===== config.mk =====
export PLATFORM = sky130hd
export DESIGN_NAME = fractal_sync_1d_req_ctrl_flat
export DESIGN_NICKNAME = d
export VERILOG_FILES = /design/src/rtl/fractal_sync_pkg.sv /design/src/rtl/fractal_sync_1d_req_ctrl_if.sv /design/src/rtl/fractal_sync_fifo.sv /design/src/rtl/fractal_sync_1d_req_ctrl.sv /design/src/flat_wrapper.sv
export SDC_FILE = /design/constraint.sdc
export NUM_CORES = 1
export LEC_CHECK = 0
export CAP_MARGIN = 15
export CORE_ASPECT_RATIO = 0.75
export CORE_MARGIN = 1.5
export CORE_UTILIZATION = 54
export DETAILED_ROUTE_END_ITERATION = 8
export PLACE_DENSITY_LB_ADDON = 0.25
export SYNTH_ARGS = -nofsm -noshare
export SYNTH_HDL_FRONTEND = slang
export SYNTH_HIERARCHICAL = 1
export SYNTH_SLANG_ARGS = --single-unit

===== constraint.sdc =====
create_clock -name clk_i -period 14.55 [get_ports clk_i]
set_input_delay 4.365 -clock clk_i [delete_from_list [all_inputs] [get_ports clk_i]]
set_output_delay 4.365 -clock clk_i [all_outputs]
set_load 0.02 [all_outputs]

===== src/rtl/fractal_sync_pkg.sv =====
// Shared types for the fractal sync request path.
// Head classes and target-set helper used by the 1D controller.
package fractal_sync_pkg;

   localparam int N_PORTS = 2;

   typedef enum logic [1:0] {
      HEAD_MISS,
      HEAD_HIT,
      HEAD_PAIR,
      HEAD_ERR
   } fractal_sync_head_e;

   // Response registers a head needs before it may be consumed.
   function automatic logic [N_PORTS-1:0] head_targets(
      input fractal_sync_head_e kind,
      input int                 port
   );
      logic [N_PORTS-1:0] one;
      one = {{(N_PORTS-1){1'b0}}, 1'b1};
      unique case (kind)
         HEAD_ERR:            return one << port;
         HEAD_HIT, HEAD_PAIR: return '1;
         default:             return '0;
      endcase
   endfunction

endpackage


===== src/rtl/fractal_sync_1d_req_ctrl_if.sv =====
// Child request/response and remote RF signals of a 1D node.
// The slave modport is the controller's view.
interface fractal_sync_1d_req_ctrl_if
   import fractal_sync_pkg::*;
#(
   parameter int unsigned LEVEL_WIDTH = 1,
   parameter int unsigned ID_WIDTH    = 1
);

   logic [N_PORTS-1:0]     req_valid_i;
   logic [N_PORTS-1:0]     req_ready_o;
   logic [LEVEL_WIDTH-1:0] req_level_i [N_PORTS];
   logic [ID_WIDTH-1:0]    req_id_i    [N_PORTS];

   logic [N_PORTS-1:0]     rsp_valid_o;
   logic [N_PORTS-1:0]     rsp_ready_i;
   logic [ID_WIDTH-1:0]    rsp_id_o    [N_PORTS];
   logic [N_PORTS-1:0]     rsp_err_o;

   logic [LEVEL_WIDTH-1:0] rf_level_o  [N_PORTS];
   logic [ID_WIDTH-1:0]    rf_id_o     [N_PORTS];
   logic [N_PORTS-1:0]     rf_check_o;
   logic [N_PORTS-1:0]     rf_present_i;
   logic [N_PORTS-1:0]     rf_sig_err_i;
   logic                   rf_bypass_i;

   modport slave (
      input  req_valid_i, req_level_i, req_id_i,
      output req_ready_o,
      output rsp_valid_o, rsp_id_o, rsp_err_o,
      input  rsp_ready_i,
      output rf_level_o, rf_id_o, rf_check_o,
      input  rf_present_i, rf_sig_err_i, rf_bypass_i
   );

   modport master (
      output req_valid_i, req_level_i, req_id_i,
      input  req_ready_o,
      input  rsp_valid_o, rsp_id_o, rsp_err_o,
      output rsp_ready_i,
      input  rf_level_o, rf_id_o, rf_check_o,
      output rf_present_i, rf_sig_err_i, rf_bypass_i
   );

endinterface


===== src/rtl/fractal_sync_fifo.sv =====
// Generic non-fallthrough FIFO with registered full/empty.
// Push while full is honoured only when a pop happens in the same cycle.
module fractal_sync_fifo #(
   parameter int unsigned DEPTH = 2,
   parameter type         T     = logic
) (
   input  logic clk_i,
   input  logic rst_i,
   input  logic push_i,
   input  T     data_i,
   input  logic pop_i,
   output T     data_o,
   output logic full_o,
   output logic empty_o
);

   localparam int unsigned AW = (DEPTH > 1) ? $clog2(DEPTH) : 1;
   localparam int unsigned CW = $clog2(DEPTH + 1);

   T                mem_q [DEPTH];
   logic [AW-1:0]   wptr_q, wptr_d;
   logic [AW-1:0]   rptr_q, rptr_d;
   logic [CW-1:0]   cnt_q,  cnt_d;
   logic            do_push, do_pop;

   function automatic logic [AW-1:0] ptr_inc(input logic [AW-1:0] ptr);
      return (ptr == AW'(DEPTH - 1)) ? '0 : ptr + 1'b1;
   endfunction

   assign full_o  = (cnt_q == CW'(DEPTH));
   assign empty_o = (cnt_q == '0);
   assign data_o  = mem_q[rptr_q];

   assign do_pop  = pop_i & ~empty_o;
   assign do_push = push_i & (~full_o | do_pop);

   always_comb begin
      wptr_d = wptr_q;
      rptr_d = rptr_q;
      cnt_d  = cnt_q;
      if (do_push) wptr_d = ptr_inc(wptr_q);
      if (do_pop)  rptr_d = ptr_inc(rptr_q);
      unique case ({do_push, do_pop})
         2'b10:   cnt_d = cnt_q + 1'b1;
         2'b01:   cnt_d = cnt_q - 1'b1;
         default: cnt_d = cnt_q;
      endcase
   end

   always_ff @(posedge clk_i or posedge rst_i) begin
      if (rst_i) begin
         wptr_q <= '0;
         rptr_q <= '0;
         cnt_q  <= '0;
      end else begin
         wptr_q <= wptr_d;
         rptr_q <= rptr_d;
         cnt_q  <= cnt_d;
      end
   end

   always_ff @(posedge clk_i) begin
      if (do_push) mem_q[wptr_q] <= data_i;
   end

endmodule


===== src/rtl/fractal_sync_1d_req_ctrl.sv =====
// Buffers child sync requests, presents heads to the remote RF and
// returns wake/error responses for synchronizations local to this node.
module fractal_sync_1d_req_ctrl
   import fractal_sync_pkg::*;
#(
   parameter int unsigned LEVEL_WIDTH = 1,
   parameter int unsigned ID_WIDTH    = 1,
   parameter int unsigned FIFO_DEPTH  = 2
) (
   input  logic                       clk_i,
   input  logic                       rst_i,
   fractal_sync_1d_req_ctrl_if.slave  bus
);

   typedef struct packed {
      logic [LEVEL_WIDTH-1:0] level;
      logic [ID_WIDTH-1:0]    id;
   } fractal_sync_req_t;

   fractal_sync_req_t  push_data [N_PORTS];
   fractal_sync_req_t  head      [N_PORTS];
   logic [N_PORTS-1:0] push, full, empty, hv;

   fractal_sync_head_e kind [N_PORTS];
   logic [N_PORTS-1:0] tgt  [N_PORTS];
   logic [N_PORTS-1:0] rsp_free, ok, consume;
   logic               pair, conflict;

   logic               prio_q, prio_d;
   logic [N_PORTS-1:0] rsp_valid_q, rsp_valid_d;
   logic [N_PORTS-1:0] rsp_err_q,   rsp_err_d;
   logic [ID_WIDTH-1:0] rsp_id_q [N_PORTS];
   logic [ID_WIDTH-1:0] rsp_id_d [N_PORTS];

   for (genvar p = 0; p < N_PORTS; p++) begin : g_port
      assign push_data[p] = '{level: bus.req_level_i[p],
                              id:    bus.req_id_i[p]};

      assign bus.req_ready_o[p] = ~full[p] & ~rst_i;
      assign push[p] = bus.req_valid_i[p] & bus.req_ready_o[p];
      assign hv[p]   = ~empty[p];

      fractal_sync_fifo #(
         .DEPTH (FIFO_DEPTH),
         .T     (fractal_sync_req_t)
      ) u_fifo (
         .clk_i   (clk_i),
         .rst_i   (rst_i),
         .push_i  (push[p]),
         .data_i  (push_data[p]),
         .pop_i   (consume[p]),
         .data_o  (head[p]),
         .full_o  (full[p]),
         .empty_o (empty[p])
      );

      assign bus.rf_level_o[p] = hv[p] ? head[p].level : '0;
      assign bus.rf_id_o[p]    = hv[p] ? head[p].id    : '0;
      assign bus.rsp_id_o[p]   = rsp_id_q[p];
   end

   assign bus.rsp_valid_o = rsp_valid_q;
   assign bus.rsp_err_o   = rsp_err_q;

   assign pair = hv[0] & hv[1] & bus.rf_bypass_i
               & ~bus.rf_sig_err_i[0] & ~bus.rf_sig_err_i[1];

   assign rsp_free = ~rsp_valid_q | bus.rsp_ready_i;

   always_comb begin
      for (int p = 0; p < N_PORTS; p++) begin
         if (!hv[p])                    kind[p] = HEAD_MISS;
         else if (bus.rf_sig_err_i[p])  kind[p] = HEAD_ERR;
         else if (pair)                 kind[p] = HEAD_PAIR;
         else if (bus.rf_present_i[p])  kind[p] = HEAD_HIT;
         else                           kind[p] = HEAD_MISS;
         tgt[p] = hv[p] ? head_targets(kind[p], p) : '0;
         ok[p]  = hv[p] & ((tgt[p] & ~rsp_free) == '0);
      end
   end

   // A PAIR shares its target set by construction and is never a conflict.
   assign conflict = ok[0] & ok[1] & (|(tgt[0] & tgt[1]))
                   & (kind[0] != HEAD_PAIR);

   always_comb begin
      for (int p = 0; p < N_PORTS; p++) begin
         consume[p] = ok[p] & ~(conflict & (prio_q != p[0]));
         bus.rf_check_o[p] = consume[p] & (kind[p] != HEAD_ERR);
      end
   end

   assign prio_d = prio_q ^ conflict;

   // Own ERR/HIT/PAIR head loads its register; a partner HIT also wakes it.
   always_comb begin
      for (int q = 0; q < N_PORTS; q++) begin
         rsp_valid_d[q] = rsp_valid_q[q] & ~bus.rsp_ready_i[q];
         rsp_err_d[q]   = rsp_err_q[q];
         rsp_id_d[q]    = rsp_id_q[q];
         if (consume[q] && kind[q] != HEAD_MISS) begin
            rsp_valid_d[q] = 1'b1;
            rsp_err_d[q]   = (kind[q] == HEAD_ERR);
            rsp_id_d[q]    = head[q].id;
         end else if (consume[q^1] && kind[q^1] == HEAD_HIT) begin
            rsp_valid_d[q] = 1'b1;
            rsp_err_d[q]   = 1'b0;
            rsp_id_d[q]    = head[q^1].id;
         end
      end
   end

   always_ff @(posedge clk_i or posedge rst_i) begin
      if (rst_i) begin
         prio_q      <= 1'b0;
         rsp_valid_q <= '0;
         rsp_err_q   <= '0;
         for (int q = 0; q < N_PORTS; q++) rsp_id_q[q] <= '0;
      end else begin
         prio_q      <= prio_d;
         rsp_valid_q <= rsp_valid_d;
         rsp_err_q   <= rsp_err_d;
         for (int q = 0; q < N_PORTS; q++) rsp_id_q[q] <= rsp_id_d[q];
      end
   end

endmodule


===== src/flat_wrapper.sv =====
// flat-port wrapper written by rule: the top's interface ports become plain ports
module fractal_sync_1d_req_ctrl_flat import fractal_sync_pkg::*;
#(
   parameter int unsigned LEVEL_WIDTH = 1,
   parameter int unsigned ID_WIDTH    = 1,
   parameter int unsigned FIFO_DEPTH  = 2
)
  (clk_i, rst_i, bus_req_valid_i, bus_req_level_i, bus_req_id_i, bus_req_ready_o, bus_rsp_valid_o, bus_rsp_id_o, bus_rsp_err_o, bus_rsp_ready_i, bus_rf_level_o, bus_rf_id_o, bus_rf_check_o, bus_rf_present_i, bus_rf_sig_err_i, bus_rf_bypass_i);
  fractal_sync_1d_req_ctrl_if #(.LEVEL_WIDTH(LEVEL_WIDTH), .ID_WIDTH(ID_WIDTH)) bus_i ();
  input  logic clk_i;
  input  logic rst_i;
  input wire logic [$bits(bus_i.req_valid_i)-1:0] bus_req_valid_i;
  input wire logic [$bits(bus_i.req_level_i)-1:0] bus_req_level_i;
  input wire logic [$bits(bus_i.req_id_i)-1:0] bus_req_id_i;
  output wire logic [$bits(bus_i.req_ready_o)-1:0] bus_req_ready_o;
  output wire logic [$bits(bus_i.rsp_valid_o)-1:0] bus_rsp_valid_o;
  output wire logic [$bits(bus_i.rsp_id_o)-1:0] bus_rsp_id_o;
  output wire logic [$bits(bus_i.rsp_err_o)-1:0] bus_rsp_err_o;
  input wire logic [$bits(bus_i.rsp_ready_i)-1:0] bus_rsp_ready_i;
  output wire logic [$bits(bus_i.rf_level_o)-1:0] bus_rf_level_o;
  output wire logic [$bits(bus_i.rf_id_o)-1:0] bus_rf_id_o;
  output wire logic [$bits(bus_i.rf_check_o)-1:0] bus_rf_check_o;
  input wire logic [$bits(bus_i.rf_present_i)-1:0] bus_rf_present_i;
  input wire logic [$bits(bus_i.rf_sig_err_i)-1:0] bus_rf_sig_err_i;
  input wire logic [$bits(bus_i.rf_bypass_i)-1:0] bus_rf_bypass_i;
  assign bus_i.req_valid_i = bus_req_valid_i;
  assign bus_i.req_level_i = {>>{bus_req_level_i}};
  assign bus_i.req_id_i = {>>{bus_req_id_i}};
  assign bus_req_ready_o = bus_i.req_ready_o;
  assign bus_rsp_valid_o = bus_i.rsp_valid_o;
  assign bus_rsp_id_o = {>>{bus_i.rsp_id_o}};
  assign bus_rsp_err_o = bus_i.rsp_err_o;
  assign bus_i.rsp_ready_i = bus_rsp_ready_i;
  assign bus_rf_level_o = {>>{bus_i.rf_level_o}};
  assign bus_rf_id_o = {>>{bus_i.rf_id_o}};
  assign bus_rf_check_o = bus_i.rf_check_o;
  assign bus_i.rf_present_i = bus_rf_present_i;
  assign bus_i.rf_sig_err_i = bus_rf_sig_err_i;
  assign bus_i.rf_bypass_i = bus_rf_bypass_i;
  fractal_sync_1d_req_ctrl #(.LEVEL_WIDTH(LEVEL_WIDTH), .ID_WIDTH(ID_WIDTH), .FIFO_DEPTH(FIFO_DEPTH)) u_core (.clk_i(clk_i), .rst_i(rst_i), .bus(bus_i));
endmodule

==> metrics list <==
* Result of the run: finished clean
* Psw: 0.1615 mW
* Detailed Routing Iterations Pass 1: 4
- After filler insertion, the fill cell instance count of the layout stands at 190.
- Class of the tightest hold or removal check: reg2reg
- Core area: 2365 sq um
* Number of vias per cell: 5.327
- The cell area that synthesis handed to floorplanning was 1385 sq um.
- Counting along the longest clock path gives a buffer depth of 2.
* Design Power: 0.3815 mW
- For this run the aggregate overflow at the end of global routing stands at 0.
- Along the worst path, the maximum fanout reaches 6.
- Entering global routing, the biggest net connects 15 pins.
- The number of antenna violations at the first check in global routing is 0.
- Measured on the finished design, the core utilization comes to 73.49%.
- Number of max-slew violations in the final report: 0
- Yosys cell types: 37
* Clock Sinks: 23
- Based on the critical path, the design can be clocked at up to 79.36 MHz.
- The routed design could run at a clock period as short as 12.60 ns.
- In the synthesized netlist the dominant register cell turns out to be sky130_fd_sc_hd__dfrtp_1.
* Die X: 61.48 microns
- Synthesis inferred 23 register bits.
- Cell Area, Placed: 1708 sq um
- Effective utilization at floorplan: 58.57%
- At the pin with the least slew margin, the transition time is 0.8779 ns.
* Via count: 1060
- Cts hold-fix bufs: 0
- Per report_power, the clock group accounts for 7.8% of the total.
- At the later pin of the worst-skew pair, clock insertion delay measures 0.31 ns.
* First-pass GRT wire length: 4167 microns
* Number of standard cells after synthesis: 133
* Final Hold Vio Count: 0
- At the worst endpoint, the required time is 10.18 ns.
- In this run switching power makes up 42.33% of total power.
- Clock tree synthesis inserted a total of 3 buffers.
- Including well taps, the total number of placed cells is 195.
* Setup clock skew after layout: 0.0006784 ns
- Buffers added to address setup during post-CTS repair amount to 0.
- The die is 46.86 microns tall.
- Combinational logic is responsible for 62.4% of the overall power.
- Element type at the critical path end: primary output
- The final layout contains routed wiring with a total length of 2591 microns.
- The number of nets in the synthesized netlist is 156.
- Ys Warns: 6
- In this run the worst setup path begins at bus_rf_bypass_i.
- For this run, the total global-route usage over all layers was measured as 20.18%.
* Post-route antenna net violation count: 0
- Post-cts sizing count: 0
- Clock-pin slew was measured on the worst setup and hold paths at 0.12 ns.
- Post-Route Setup TNS: 0 ns
- VDD IR max: 120.2 uV
- The first routing iteration left 27 violations.
* Die footprint: 2881 sq um
- Leading cell type in the layout, fill and taps excluded: sky130_fd_sc_hd__clkdlybuf4s50_1
* H-tree depth: 1
* Count of placed standard cells in the final layout, fillers left out: 199
* Number of remaining DRC errors: 0
* Area Overhead vs Synth: 25.47%
* Via count of the first global-routing pass: 999
- After synthesis, the mean cell area works out to 10.41 sq um.
- The analysis attributes to cell leakage a power of 0.7262 nW.
- Dividing the detail-routed wire length by the instance count gives 13.02 microns.
- Ys async rst share: 65.22%
* Relative slew margins: 40.93%
- The synthesized design contains 8 enable-type register cells.
* Signal arrival time at the worst endpoint: 8.24 ns
* CP endpoint: bus_rf_check_o[0]
- The initialized floorplan defines 15 standard-cell rows.
- Setup repair after global routing missed its margin: no
- Total power divided by cell area: 219.5 nW/um^2
- The internal portion of the total power is 0.2200 mW.
* Detail Placement HPWL: 2111 microns
* Max-cap violation count: 0
- Setup slack on the worst reg-to-reg path comes out at 10.51 ns.
* Global placer's final weighted congestion: 0.8124
* Worst reg2reg startpoint: u_core/g_port[0].u_fifo/cnt_q[0]
- Antenna diodes: 0
- Worst-case reg-to-reg path depth: 13
- In the final layout, the share of cells above drive strength 1 is 17.58%.
* Sequential power share: 29.8%
* Fraction of the cycle the final worst path needs: 86.61%
* IO buf count: 28
- The worst setup path is launched from an input port.
- Summing the sequential cell areas from Yosys gives 44.44% of the chip area.
- Leading cell types in the layout, fill and taps excluded: sky130_fd_sc_hd__clkdlybuf4s50_1, sky130_fd_sc_hd__nor2_1, sky130_fd_sc_hd__dfrtp_1
* Reg-to-Reg End: u_core/g_port[1].u_fifo/mem_q[1][1]
* Post-layout instance area: 1738 sq um
* Net count of the finished layout: 189
* Number of I/O pins: 29
- Critical Setup Path Class: in2out
* CTS tree: built
- Setup violation total in the final timing report: 0
* Clock root buffer: sky130_fd_sc_hd__clkbuf_4
==> metrics by stage <==
stage / hold slack (ns) / setup WS [ns]
final: 0.5087 / 1.949
after global routing: 0.5261 / 1.652
after CTS: 0.5093 / 1.929
after detailed placement: 0.4849 / 1.935
after global placement: 0.4763 / 2.135
after floorplan: 0.4591 / 3.216
==> registers in the layout, summed over array words and instances, names as in the netlist <==
register	cells
u_core/g_port.u_fifo/rptr_q	2
u_core/bus.rsp_err_o	2
u_core/g_port.u_fifo/mem_q	8
u_core/g_port.u_fifo/cnt_q	4
u_core/bus.rsp_id_o	2
u_core/bus.rsp_valid_o	2
u_core/prio_q	1
u_core/g_port.u_fifo/wptr_q	2
==> worst max-delay path, stage by stage <==
cell and delay, ns:
sky130_fd_sc_hd__clkdlybuf4s50_1 0.50, sky130_fd_sc_hd__or3b_2 0.47, sky130_fd_sc_hd__a21oi_1 0.16, sky130_fd_sc_hd__nor2_1 0.07
sky130_fd_sc_hd__ha_1 0.33, sky130_fd_sc_hd__nor3b_1 0.33, sky130_fd_sc_hd__or4_1 0.17, sky130_fd_sc_hd__nor4_1 0.06
sky130_fd_sc_hd__ha_1 0.21, sky130_fd_sc_hd__nor4_1 0.76, sky130_fd_sc_hd__nor2b_1 0.21, sky130_fd_sc_hd__clkdlybuf4s50_1 0.61
==> cell usage after synthesis, types with 3 or more instances <==
library cell	number	area, sq um
sky130_fd_sc_hd__nor2_1	16	60.06
sky130_fd_sc_hd__nand2_1	3	11.26
sky130_fd_sc_hd__edfxtp_1	8	240.2
sky130_fd_sc_hd__ha_1	8	100.1
sky130_fd_sc_hd__inv_1	12	45.04
sky130_fd_sc_hd__a21oi_1	9	45.04
sky130_fd_sc_hd__or2_2	4	25.02
sky130_fd_sc_hd__nor3b_1	3	22.52
sky130_fd_sc_hd__dfrtp_1	15	375.4
sky130_fd_sc_hd__mux2_2	7	78.83
sky130_fd_sc_hd__xnor2_1	4	35.03
sky130_fd_sc_hd__nor2b_1	7	43.79
==> cells by family after synthesis <==
logic type	count (synthesis)	share of synthesized area [%]
buffers and inverters	12	3.252
adders and majority gates	8	7.227
DFF	23	44.44
AOI/OAI and AO/OA	17	7.317
xor gates and xnor gates	6	3.794
muxes	8	6.775
and+or+nand+nor	59	27.19
==> power groups by stage <==
| stage | logic, mW | clock network, mW | registers (mW) |
|---|---|---|---|
| after global placement | 0.231 | 0 | 0.114 |
| final | 0.238 | 0.0297 | 0.114 |
| after CTS | 0.239 | 0.0305 | 0.113 |
| after floorplan | 0.156 | 0 | 0.120 |
| after global routing | 0.263 | 0.0332 | 0.118 |
| after detailed placement | 0.236 | 0 | 0.115 |
==> layer usage <==
layer / vias to the layer above / share of wire (%) / GRT usage, %
li1: 529 / - / -
met4: 0 / 0.50 / 5.106
met2: 26 / 49 / 37.26
met3: 2 / 4.7 / 4.959
met5: - / 0 / 0
met1: 503 / 45 / 23.82
==> final cells by class <==
cell class                      count  area [sq um]  area share [%]
Multi-Input combinational cell     98         724.4           41.68
Sequential cell                    23         615.6           35.42
Timing Repair Buffer               28         280.3           16.13
Inverter                           12         45.04           2.592
Tap cell                           34         42.54           2.448
Clock buffer                        3         22.52           1.296
Clock inverter                      1         7.507          0.4320
==> worst min-delay path by stage <==
stage | startpoint | endpoint | slack [ns] | cells past startpoint
finish | u_core/g_port[1].u_fifo/wptr_q | u_core/g_port[1].u_fifo/wptr_q | 0.51 | 1
global route | u_core/g_port[1].u_fifo/wptr_q | u_core/g_port[1].u_fifo/wptr_q | 0.53 | 1
CTS | u_core/g_port[1].u_fifo/wptr_q | u_core/g_port[1].u_fifo/wptr_q | 0.51 | 1
detailed placement | u_core/g_port[1].u_fifo/wptr_q | u_core/g_port[1].u_fifo/wptr_q | 0.48 | 1
global placement | u_core/g_port[1].u_fifo/wptr_q | u_core/g_port[1].u_fifo/wptr_q | 0.48 | 1
floorplan | u_core/g_port[0].u_fifo/wptr_q | u_core/g_port[0].u_fifo/wptr_q | 0.46 | 1
(Power assumes the default switching activity.)
